<file path="config.mk">
export PLATFORM = sky130hd
export DESIGN_NAME = wb_stage
export DESIGN_NICKNAME = d
export VERILOG_FILES = /design/src/rtl/wb_stage.sv
export SDC_FILE = /design/constraint.sdc
export NUM_CORES = 1
export LEC_CHECK = 0
export CORE_MARGIN = 3
export CORE_UTILIZATION = 29
export DETAILED_ROUTE_END_ITERATION = 8
export PLACE_DENSITY_LB_ADDON = 0.2
export SETUP_SLACK_MARGIN = 0.2
export SYNTH_ARGS = -nofsm -noshare
export SYNTH_HDL_FRONTEND = slang
export SYNTH_SLANG_ARGS = --single-unit
</file>
<file path="constraint.sdc">
create_clock -name clock -period 3.46 [get_ports clock]
set_input_delay 0.519 -clock clock [delete_from_list [all_inputs] [get_ports clock]]
set_output_delay 0.519 -clock clock [all_outputs]
set_load 0.02 [all_outputs]
</file>
<file path="src/rtl/wb_stage.sv">
// wb_stage: writeback stage driving the register-file write port.
// Serializes overflow double writes over two cycles and counts retired instructions.
module wb_stage #(
    parameter int STATUS_REG  = 30,
    parameter int LINK_REG    = 31,
    parameter int COUNT_WIDTH = 32
) (
    input  logic                   clock,
    input  logic                   reset,
    input  logic [31:0]            ir_in,
    input  logic [31:0]            o_in,
    input  logic [31:0]            d_in,
    input  logic                   isRStatus_in,
    input  logic [31:0]            rStatus_in,
    input  logic [31:0]            r31_in,
    output logic                   ctrl_writeEnable,
    output logic [4:0]             ctrl_writeReg,
    output logic [31:0]            data_writeReg,
    output logic                   stall,
    output logic [COUNT_WIDTH-1:0] retired_count
);
    localparam logic [4:0] SREG = 5'(STATUS_REG);
    localparam logic [4:0] LREG = 5'(LINK_REG);

    typedef enum logic {RUN, SECOND} state_t;

    state_t                 state_q;
    logic                   we_q, we_d;
    logic [4:0]             reg_q, reg_d;
    logic [31:0]            data_q, data_d;
    logic [31:0]            pend_q;
    logic [COUNT_WIDTH-1:0] cnt_q;

    logic [4:0]  op, rd, prim_reg;
    logic [31:0] prim_data;
    logic        is_alu, is_lw, is_jal, is_setx, prim_we, dbl, dbl_r0;

    always_comb begin
        op        = ir_in[31:27];
        rd        = ir_in[26:22];
        is_alu    = op == 5'b00000 || op == 5'b00101;
        is_lw     = op == 5'b01000;
        is_jal    = op == 5'b00011;
        is_setx   = op == 5'b10101;
        prim_reg  = is_jal ? LREG : is_setx ? SREG : rd;
        prim_data = is_lw ? d_in : is_jal ? r31_in : is_setx ? {5'b0, ir_in[26:0]} : o_in;
        prim_we   = (is_alu || is_lw || is_jal || is_setx) && prim_reg != 5'd0;
        dbl       = is_alu && isRStatus_in;
        dbl_r0    = dbl && rd == 5'd0;
        stall     = !reset && state_q == RUN && dbl && rd != 5'd0;
        // A double write to r0 collapses into the status write alone.
        we_d      = state_q == SECOND || dbl_r0 || prim_we;
        reg_d     = (state_q == SECOND || dbl_r0) ? SREG : prim_reg;
        data_d    = state_q == SECOND ? pend_q : dbl_r0 ? rStatus_in : prim_data;
    end

    always_ff @(posedge clock or posedge reset) begin
        if (reset) begin
            state_q <= RUN;
            we_q    <= 1'b0;
            reg_q   <= 5'd0;
            data_q  <= 32'd0;
            pend_q  <= 32'd0;
            cnt_q   <= '0;
        end else begin
            we_q   <= we_d;
            reg_q  <= reg_d;
            data_q <= data_d;
            if (state_q == RUN) begin
                if (stall) begin
                    state_q <= SECOND;
                    pend_q  <= rStatus_in;
                end
                if (ir_in != 32'd0)
                    cnt_q <= cnt_q + COUNT_WIDTH'(1);
            end else begin
                state_q <= RUN;
            end
        end
    end

    assign ctrl_writeEnable = we_q;
    assign ctrl_writeReg    = reg_q;
    assign data_writeReg    = data_q;
    assign retired_count    = cnt_q;
endmodule

</file>
# After elaboration in Yosys (flattened, before gate mapping)

Cells that the tools add are included.
W data, S select, Z words.

$add $sub $neg: 1
$mul: 0
Div/mod/pow operators: 0
Order comparisons: 0
Eq/ne operators: 4
Shifts and indexed selects: 0
Multiplexer cells: 10
Bitwise operators: 1
Reduce and logical (&&, ||, !) cells: 20

Operator list:

| cell                    | count |
|---|---|
| $mux W32                | 5 |
| $add A32 B1 Y32 const B | 1 |
| $reduce_bool A32 Y1     | 1 |
| $mux W5                 | 3 |
| $logic_not A5 Y1        | 2 |
| $reduce_bool A5 Y1      | 2 |
| $logic_and A1 B1 Y1     | 6 |
| $logic_or A1 B1 Y1      | 6 |
| $eq A5 B2 Y1 const B    | 1 |
| $eq A5 B3 Y1 const B    | 1 |
| $eq A5 B4 Y1 const B    | 1 |
| $eq A5 B5 Y1 const B    | 1 |
| $reduce_and A2 Y1       | 2 |
| $mux W1                 | 2 |
| $logic_not A1 Y1        | 1 |
| $not A1 Y1              | 1 |

Flip-flop bits (word level): 103
Bits in latches: 0
RAM bits: 0
Bits in read-only memories: 0
Input bits: 163
Logic and storage cells: 42
Memories: 0

# Longest topological paths before layout

Gate-level depths: netlist of run 1.

Word-level depth: 7
Depth in mapped cells: 8

# Worst setup path before layout of run 1

No wires, ideal clock.

Path type: input to output
Start point: in ir_in[31]
End point: out stall
Arrival: 1598 ps
Required time: 2941 ps
Setup slack: 1343 ps
Cell stages on the path: 3
Buffers on the path: 0
Cell sequence: nor3_2 > nand3_1 > nor4_1

Cells in the longest elaborated chain, start to end: 5

RTL lines:

| what                                                    | RTL line | text |
|---|---|---|
| start: declaration                                      | 10       | `input logic [31:0] ir_in,` |
| $eq A5 B3 Y1 / $logic_not A5 Y1 (equally long branches) | 41       | `is_alu = op == 5'b00000 \|\| op == 5'b00101;` |
| $logic_or A1 B1 Y1 (*)                                  | 41       |  |
| $logic_and A1 B1 Y1 (*)                                 | 48       | `dbl = is_alu && isRStatus_in;` |
| $logic_and A1 B1 Y1 (*) (2 in series)                   | 50       | `stall = !reset && state_q == RUN && dbl && rd != 5'd0;` |
| end: declaration                                        | 19       | `output logic stall,` |

Every way passes the cells marked *; elsewhere a longest branch is shown, timed or not.

# Worst setup path in the final report of run 1

Start point: in ir_in[27]
End point: out stall

Same word-level chain as after synthesis.

==> impl_metrics.yaml, run 1 <==
sta:
  max_freq_mhz: 321
  hold_ws_ns: 0.478
  period_needed_ns: 3.11
  skew_ns: 0.00864
  drv_slew: 0
  hold_viol_final: 0
  setup_tns_ns: 0
  rsz0062_at_grt: "no"
  fin_crit_sh: 0.899
  tightest_slew_ns: 0.694
  finalSetupViolations: 0
  slew_headroom: 0.537
job:
  maxCapViolCount: 0
worst_setup_path:
  critPathKind: "in -> out"
  start_kind: "primary input"
  r2r_start: "state_q"
  reg2reg_slack_ns: 1.41
  worstPathRequired_ns: 2.94
  cp_data_arrival_time_ns: 2.59
  worstPathMaxFanout: 6
  rr_worst_depth: 5
  worst_setup_path_end_kind: "output pin"
  r2r-end: "data_writeReg[2]"
clock_tree:
  insertion_delay_ns: 0.34
  cts_setup_buffers: 0
  cts_hold_buf: 0
  cts_tree: "built"
  clockBufferDepth: 2
  cts-root-buf: "clkbuf_16"
  numClockSinks: 103
  cts_buffers: 9
  htreeDepth: 3
  cts.repair.resized: 0
  clk_pin_slew_worst_paths_ns: 0.06
logic_synthesis:
  synthFlopType: "dfrtp_1"
  syn_nets: 703
  synthCells: 539
  synth_seq_area_share: 0.470
  ys_ff_latch: 103
  async_reset_ff_frac: 1.00
  syn_area_per_cell_um2: 10.2
  synth.distinct_cells: 46
  ys_warn_count: 0
  syn_area_mm2: 0.00549
  synth_enable_flop_cells: 0
global_routing:
  grt_pass1_vias: 5445
  grt_pass1_wl_mm: 29.7
  antenna_found_initial: 0
  grt_max_degree: 54
  grt_usage: 0.187
  overflow: 0
min_path:
  hold_end: "retired_count[31]"
  min_from: "retired_count[31]"
  whs_path_depth: 1
  worstHoldPathType: "reg -> reg"
final_layout:
  layout_commonest_cell: "clkdlybuf4s50_1"
  final_cells: 993
  final_cell_mix: "clkdlybuf4s50_1, dfrtp_1, nor2_1, nand2_1, mux2_2"
  fillCellCount: 1762
  fin_nets: 925
  layout-drive-gt1-share: 0.0969
  area_growth_pct: 52.2
  antenna_cells: 0
  fin_util: 0.457
routing:
  wire_per_inst_um: 19.5
  drtPass1Iterations: 7
  viasPerCell: 5.19
  drc: 0
  via_count: 5151
  route.antenna.remaining_nets: 0
  wirelength_mm: 19.4
  drtIter0Drc: 227
placed_design:
  globalplace.congestion: 0.916
  placed_cells: 979
  place.detailed.hpwl_mm: 15.1
  io_buffers: 233
floorplanning:
  die_h_um: 144
  fp.dieArea_mm2: 0.0206
  fp.dieW_um: 144
  std_cell_rows: 49
  core_mm2: 0.0183
  floorplan.initialDensity: 0.300
  ios: 234
outcome:
  status: "completed"
pwr:
  total_leakage_power_nw: 3.42
  pwr_density_cell_mw_per_mm2: 407
  ir_drop_mv: 0.198
## power breakdown
group | internal [W] | total, W | switching, W
registers | 0.00138 | 0.00150 | 0.000121
clock network | 0.000574 | 0.00100 | 0.000426
logic | 0.000511 | 0.000904 | 0.000392
## worst max-delay path by stage
| stage | to | cells past startpoint | start | slack (ns) |
|---|---|---|---|---|
| 6_report | stall | 5 | ir_in[27] | 0.35 |
| 5_1_grt | stall | 5 | ir_in[27] | 0.25 |
| 4_1_cts | stall | 5 | ir_in[27] | 0.36 |
| 3_5_place_dp | stall | 5 | ir_in[27] | 0.38 |
| 3_3_place_gp | stall | 5 | ir_in[27] | 0.42 |
| 2_1_floorplan | ctrl_writeEnable | 1 | reset | 0.24 |
## metal layers
metal	GRT usage	part of all wire	up-vias
li1	-	-	2416
met1	0.233	0.43	2504
met2	0.316	0.48	213
met3	0.0522	0.077	18
met4	0.0570	0.014	0
met5	0	0	-
## metrics by stage
step           power [W]  setup WS (ns)  area, um^2
2_1_floorplan    0.00193          0.237        5490
3_3_place_gp     0.00241          0.424        8070
3_5_place_dp     0.00243          0.376        8070
4_1_cts          0.00345          0.360        8350
5_1_grt          0.00357          0.254        8350
6_report         0.00340          0.349        8350
## cell type report
cell class,instances,area [um^2],area share
clock buffer,13,250,0.0300
clock inverter,1,30.0,0.00360
inverter,8,32.5,0.00390
multi-input combinational,389,2700,0.323
sequential,103,2580,0.309
tap,229,287,0.0343
timing repair buffer,250,2470,0.296
## critical path: stages
cell and delay (ns):
clkdlybuf4s50_1 0.52, xnor2_1 0.30, nand3_1 0.26, nor4_1 0.28, clkdlybuf4s50_1 0.72
## flip-flops by register name, summed over array words and instances, names as in the netlist
register,flops
ctrl_writeEnable,1
pend_q,32
state_q,1
data_writeReg,32
retired_count,32
ctrl_writeReg,5
## cell usage after synthesis (14+ instances only)
cell | instances | area [um^2]
nor4_1 | 16 | 100
xor2_1 | 25 | 219
o31ai_1 | 19 | 143
mux2_2 | 33 | 372
nand2b_1 | 27 | 169
nor2_1 | 48 | 180
nand3_1 | 14 | 70.1
and3_1 | 17 | 106
clkbuf_1 | 22 | 82.6
o311a_1 | 14 | 140
dfrtp_1 | 103 | 2580
a211oi_1 | 19 | 143
nand2_1 | 45 | 169
nor3_1 | 15 | 75.1
## cell families (layout without fill, tap and decap cells)
kind of cell / after synthesis / count (layout) / share of synthesized area
and+or+nand+nor: 209 / 209 / 0.197
muxes: 46 / 46 / 0.0914
DFF: 103 / 103 / 0.470
xor gates and xnor gates: 32 / 32 / 0.0511
buffers and inverters: 47 / 272 / 0.0392
AOI/OAI and AO/OA: 101 / 101 / 0.150
adders and majority gates: 1 / 1 / 0.00228
Power figures use the tool's default switching activity.
==> run 2, diff against run 1 <==
--- a/config.mk
+++ b/config.mk
@@ -10,6 +10,7 @@
 export DETAILED_ROUTE_END_ITERATION = 8
 export PLACE_DENSITY_LB_ADDON = 0.2
 export SETUP_SLACK_MARGIN = 0.2
+export SLEW_MARGIN = 10
 export SYNTH_ARGS = -nofsm -noshare
 export SYNTH_HDL_FRONTEND = slang
 export SYNTH_SLANG_ARGS = --single-unit
==> constraint.sdc (replaced) <==
create_clock -name clock -period 3.6 [get_ports clock]
set_input_delay 0.54 -clock clock [delete_from_list [all_inputs] [get_ports clock]]
set_output_delay 0.54 -clock clock [all_outputs]
set_load 0.02 [all_outputs]
==> run 2 against run 1 <==
Net effect:
- routed wire length is 1.0% lower
- cell area is 0.15% lower
- flip-flop and latch count stayed put
- clock power is 6% lower
- worst hold slack worse by 0.0045 ns
- global-route usage is 0.12 points lower
- via count is 1.0% lower
- clock-buffer cell count is 2 lower
- largest power group unchanged
- highest routed layer unchanged
==> impl_metrics.yaml, run 2 (synthesis results as in run 1) <==
outcome:
  status: "completed"
clock_tree:
  htreeDepth: 3
  clockBufferDepth: 2
  cts.repair.resized: 0
  insertion_delay_ns: 0.35
  cts_hold_buf: 0
  cts-root-buf: "clkbuf_16"
  clk_pin_slew_worst_paths_ns: 0.07
  cts_buffers: 9
  numClockSinks: 103
  cts_setup_buffers: 0
  cts_tree: "built"
placed_design:
  io_buffers: 233
  dpl_cell_area_mm2: 0.00807
  globalplace.congestion: 0.903
  place.detailed.hpwl_mm: 15.0
sta:
  slew_headroom: 0.457
  tightest_slew_ns: 0.814
  skew_ns: 0.0100
  hold_viol_final: 0
  setup_tns_ns: 0
  drv_slew: 0
  period_needed_ns: 3.18
  rsz0062_at_grt: "no"
  fin_crit_sh: 0.883
  max_freq_mhz: 315
  finalSetupViolations: 0
worst_setup_path:
  crit_top_cell: "clkdlybuf4s50_1"
  worst_setup_path_end_kind: "output pin"
  worstPathMaxFanout: 4
  reg2reg_slack_ns: 1.47
  crit_path_cell_trace: "clkdlybuf4s50_1, nor3_2, nand3_1, nor4_1, clkdlybuf4s50_1"
  worst_path_max_delay_cell: "clkdlybuf4s50_1"
  critPathKind: "in -> out"
  cp_data_arrival_time_ns: 2.64
  worstPathRequired_ns: 3.06
  start_kind: "primary input"
  max_stage_delay_ns: 0.71
routing:
  via_count: 5097
  drtPass1Iterations: 4
  wire_per_inst_um: 19.3
  route.antenna.remaining_nets: 0
  drtIter0Drc: 258
  viasPerCell: 5.14
  drc: 0
  wirelength_mm: 19.2
final_layout:
  fillCellCount: 1740
  fin_nets: 925
  layout-drive-gt1-share: 0.0970
  finalInstanceArea_mm2: 0.00834
  antenna_cells: 0
  final_cell_mix: "clkdlybuf4s50_1, dfrtp_1, nor2_1, nand2_1, mux2_2"
  multi_input_area_mm2: 0.00270
  layout_commonest_cell: "clkdlybuf4s50_1"
  area_growth_pct: 52.0
  ff_latch_area_mm2: 0.00258
global_routing:
  grt_usage: 0.186
  overflow: 0
  grt_pass1_vias: 5395
  grt_max_degree: 62
  grt_pass1_wl_mm: 29.3
  antenna_found_initial: 0
pwr:
  ir_drop_mv: 0.197
  total_leakage_power_nw: 3.41
  pwr_density_cell_mw_per_mm2: 389
floorplanning:
  std_cell_rows: 49
  fp.dieArea_mm2: 0.0206
  ios: 234
  floorplan.initialDensity: 0.300
  fp.dieW_um: 144
  core_mm2: 0.0183
  die_h_um: 144
min_path:
  worstHoldPathType: "reg -> reg"
job:
  maxCapViolCount: 0
run 2: worst paths after layout:
path | from | to | depth (start not counted)
worst max-delay path | ir_in[31] | stall | 5
worst min-delay path | retired_count[31] | retired_count[31] | 1
worst max register to register | state_q | ctrl_writeReg[4] | 4
worst min register to register | retired_count[31] | retired_count[31] | 1
max in group asynchronous | reset | pend_q[6] | 3
min in group asynchronous | reset | data_writeReg[26] | 2
run 2: final cells by class:
class / count / share of cell area
well taps: 229 / 0.0344
clock inverters: 2 / 0.00420
clock buffers: 11 / 0.0279
multi-input cells: 389 / 0.324
repair buffers: 250 / 0.297
inverters: 8 / 0.00390
flip-flops and latches: 103 / 0.309
run 2: worst max-delay path: cells and delay by family:
family	cells	cell delay [ns]
AND/OR/NAND/NOR	3	0.86
buffers and inverters	2	1.22
run 2: where the power goes:
part	total, W	internal [W]	switching [W]
clock network	0.000939	0.000528	0.000411
logic	0.000869	0.000491	0.000378
registers	0.00144	0.00132	0.000115
total	0.00325	0.00234	0.000904
run 2: through the flow:
| stage | util | instances | power, W | hold slack [ns] | setup WS (ns) |
|---|---|---|---|---|---|
| 6_report | 0.456 | 992 | 0.00325 | 0.473 | 0.423 |
| 5_1_grt | 0.456 | 992 | 0.00341 | 0.504 | 0.329 |
| 4_1_cts | 0.456 | 992 | 0.00328 | 0.481 | 0.421 |
| 3_5_place_dp | 0.442 | 979 | 0.00234 | 0.471 | 0.423 |
| 3_3_place_gp | 0.442 | 979 | 0.00231 | 0.454 | 0.491 |
| 2_1_floorplan | - | 539 | 0.00185 | 0.445 | 0.356 |
run 2: layer usage:
| metal | global-route usage | vias to the layer above | share of wire |
|---|---|---|---|
| met2 | 0.306 | 199 | 0.49 |
| met4 | 0.0585 | 0 | 0.011 |
| met1 | 0.238 | 2466 | 0.42 |
| li1 | - | 2419 | - |
| met3 | 0.0493 | 13 | 0.079 |
| met5 | 0 | - | 0 |
==> run 3, diff against run 2 <==
--- a/config.mk
+++ b/config.mk
@@ -5,10 +5,12 @@
 export SDC_FILE = /design/constraint.sdc
 export NUM_CORES = 1
 export LEC_CHECK = 0
+export ABC_AREA = 1
 export CORE_MARGIN = 3
 export CORE_UTILIZATION = 29
 export DETAILED_ROUTE_END_ITERATION = 8
 export PLACE_DENSITY_LB_ADDON = 0.2
+export REMOVE_ABC_BUFFERS = 1
 export SETUP_SLACK_MARGIN = 0.2
 export SLEW_MARGIN = 10
 export SYNTH_ARGS = -nofsm -noshare
==> run 3 against run 2 <==
Net effect:
- clock power about the same
- sequential share of layout area decreased by 3.2 points
- power is 0.56% higher
- area after synthesis is 19% higher
- worst hold slack worse by 0.012 ns
- die area increased by 18%
- cell count up 49%
- maximum frequency up 14%
- setup slack improved by 0.39 ns
- clock skew is 0.0020 ns higher
- critical path type unchanged
- routed wire length rose by 23%
==> impl_metrics.yaml, run 3 <==
worst_setup_path:
  r2r_start: "state_q"
  worst_setup_path_end_kind: "output pin"
  worstPathMaxFanout: 10
  worstPathRequired_ns: 3.06
  critPathKind: "in -> out"
  r2r-end: "pend_q[20]"
  cp_data_arrival_time_ns: 2.25
  start_kind: "primary input"
  reg2reg_slack_ns: 1.82
  rr_worst_depth: 6
logic_synthesis:
  syn_area_mm2: 0.00651
  synth.distinct_cells: 30
  synthFlopType: "dfrtp_1"
  yosysTopAreaCell: "dfrtp_1"
  synth_area_leaders: "dfrtp_1, nand2_1, nor2_1"
  synth_top_cells_by_count: "nand2_1, nor2_1, dfrtp_1"
  ys_ff_latch: 103
  synth_top_area_frac: 0.396
  ys_warn_count: 0
  async_reset_ff_frac: 1.00
  synthCells: 980
  synth_enable_flop_cells: 0
  synth_seq_area_share: 0.396
  synth_most_common_cell: "nand2_1"
  syn_area_per_cell_um2: 6.64
clock_tree:
  cts.repair.resized: 0
  cts_setup_buffers: 0
  cts-root-buf: "clkbuf_16"
  cts_hold_buf: 0
  numClockSinks: 103
  cts_tree: "built"
  clk_pin_slew_worst_paths_ns: 0.08
  htreeDepth: 3
  cts_buffers: 9
  insertion_delay_ns: 0.35
  clockBufferDepth: 2
global_routing:
  antenna_found_initial: 0
  grt_usage: 0.195
  grt-busiest-layer: "met2"
  grt_max_degree: 61
  grt_pass1_wl_mm: 37.1
  overflow: 0
  met3_usage: 0.0655
  grt_use_met2: 0.325
  use_met1: 0.240
  grt_pass1_vias: 6764
final_layout:
  final_cells: 1477
  antenna_cells: 0
  fin_util: 0.424
  finalInstanceArea_mm2: 0.00930
  area_growth_pct: 42.9
  layout_commonest_cell: "nand2_1"
  layout-drive-gt1-share: 0.0468
  final_cell_mix: "nand2_1, clkdlybuf4s50_1, nor2_1, dfrtp_1, nand3_1"
  fillCellCount: 2287
  fin_nets: 1356
min_path:
  min_from: "pend_q[19]"
  worstHoldPathType: "reg -> reg"
  whs_path_depth: 2
  hold_end: "data_writeReg[19]"
placed_design:
  io_buffers: 233
  placed_cells: 1461
  dpl_cell_area_mm2: 0.00903
  globalplace.congestion: 0.885
  pre_cts_ws_ns: 0.814
  place.detailed.hpwl_mm: 17.9
pwr:
  pwr_density_cell_mw_per_mm2: 351
  total_leakage_power_nw: 4.30
  ir_drop_mv: 0.153
floorplanning:
  std_cell_rows: 54
  core_mm2: 0.0220
  floorplan.initialDensity: 0.297
  fp.dieW_um: 156
  die_h_um: 156
  ios: 234
  fp.dieArea_mm2: 0.0243
routing:
  wire_per_inst_um: 16.0
  via_count: 6935
  viasPerCell: 4.70
  drtIter0Drc: 327
  drtPass1Iterations: 4
  drc: 0
  route.antenna.remaining_nets: 0
  wirelength_mm: 23.6
sta:
  skew_ns: 0.0120
  hold_viol_final: 0
  period_needed_ns: 2.79
  fin_crit_sh: 0.775
  tightest_slew_ns: 0.784
  rsz0062_at_grt: "no"
  slew_headroom: 0.477
  fin_ws_ns: 0.810
  max_freq_mhz: 358
  drv_slew: 0
  finalSetupViolations: 0
outcome:
  status: "completed"
job:
  maxCapViolCount: 0
## run 3: worst max-delay path by stage
stage	startpoint	endpoint	depth (start not counted)
floorplan	reset	pend_q[0]	4
CTS	ir_in[23]	stall	6
global placement	ir_in[24]	stall	6
global route	ir_in[23]	stall	6
detailed placement	ir_in[23]	stall	6
finish	ir_in[23]	stall	6
## run 3: worst max-delay path, cell delays in order
cell             delay, ns
clkdlybuf4s50_1       0.55
nor2_2                0.10
nand3_4               0.14
nand3_4               0.15
nor2_1                0.13
clkdlybuf4s50_1       0.63
## run 3: final cells by class
cell class / count / area (um^2) / share of cell area
Multi-Input combinational cell: 779 / 3430 / 0.369
Sequential cell: 103 / 2580 / 0.277
Timing Repair Buffer: 245 / 2460 / 0.264
Tap cell: 280 / 350 / 0.0377
Clock buffer: 12 / 246 / 0.0265
Inverter: 54 / 205 / 0.0221
Clock inverter: 4 / 30.0 / 0.00323
## run 3: cell families after synthesis
kind of cell | Yosys count | synth area share
compound gates | 77 | 0.0609
xor+xnor | 15 | 0.0202
fa+ha+maj | 1 | 0.00192
buf+inv | 98 | 0.0782
flops | 103 | 0.396
simple gates | 686 | 0.443
## run 3: per-layer routing
layer / wire (um) / up-vias
met2: 11200 / 228
li1: - / 3502
met5: 0 / -
met3: 2180 / 28
met4: 531 / 0
met1: 9700 / 3177
## run 3: through the flow
stage	total power, W	setup TNS (ns)	hold WS (ns)
after global routing	0.00348	0	0.494
final	0.00326	0	0.461
after floorplan	0.00187	-50.97	0.443
after global placement	0.00234	0	0.456
after CTS	0.00331	0	0.465
after detailed placement	0.00235	0	0.457
## run 3: power breakdown
part           switching, W  internal (W)  leakage (nW)
combinational      0.000450      0.000434          2.88
sequential         0.000122       0.00132          1.29
clock              0.000447      0.000492         0.133
total               0.00102       0.00225          4.30
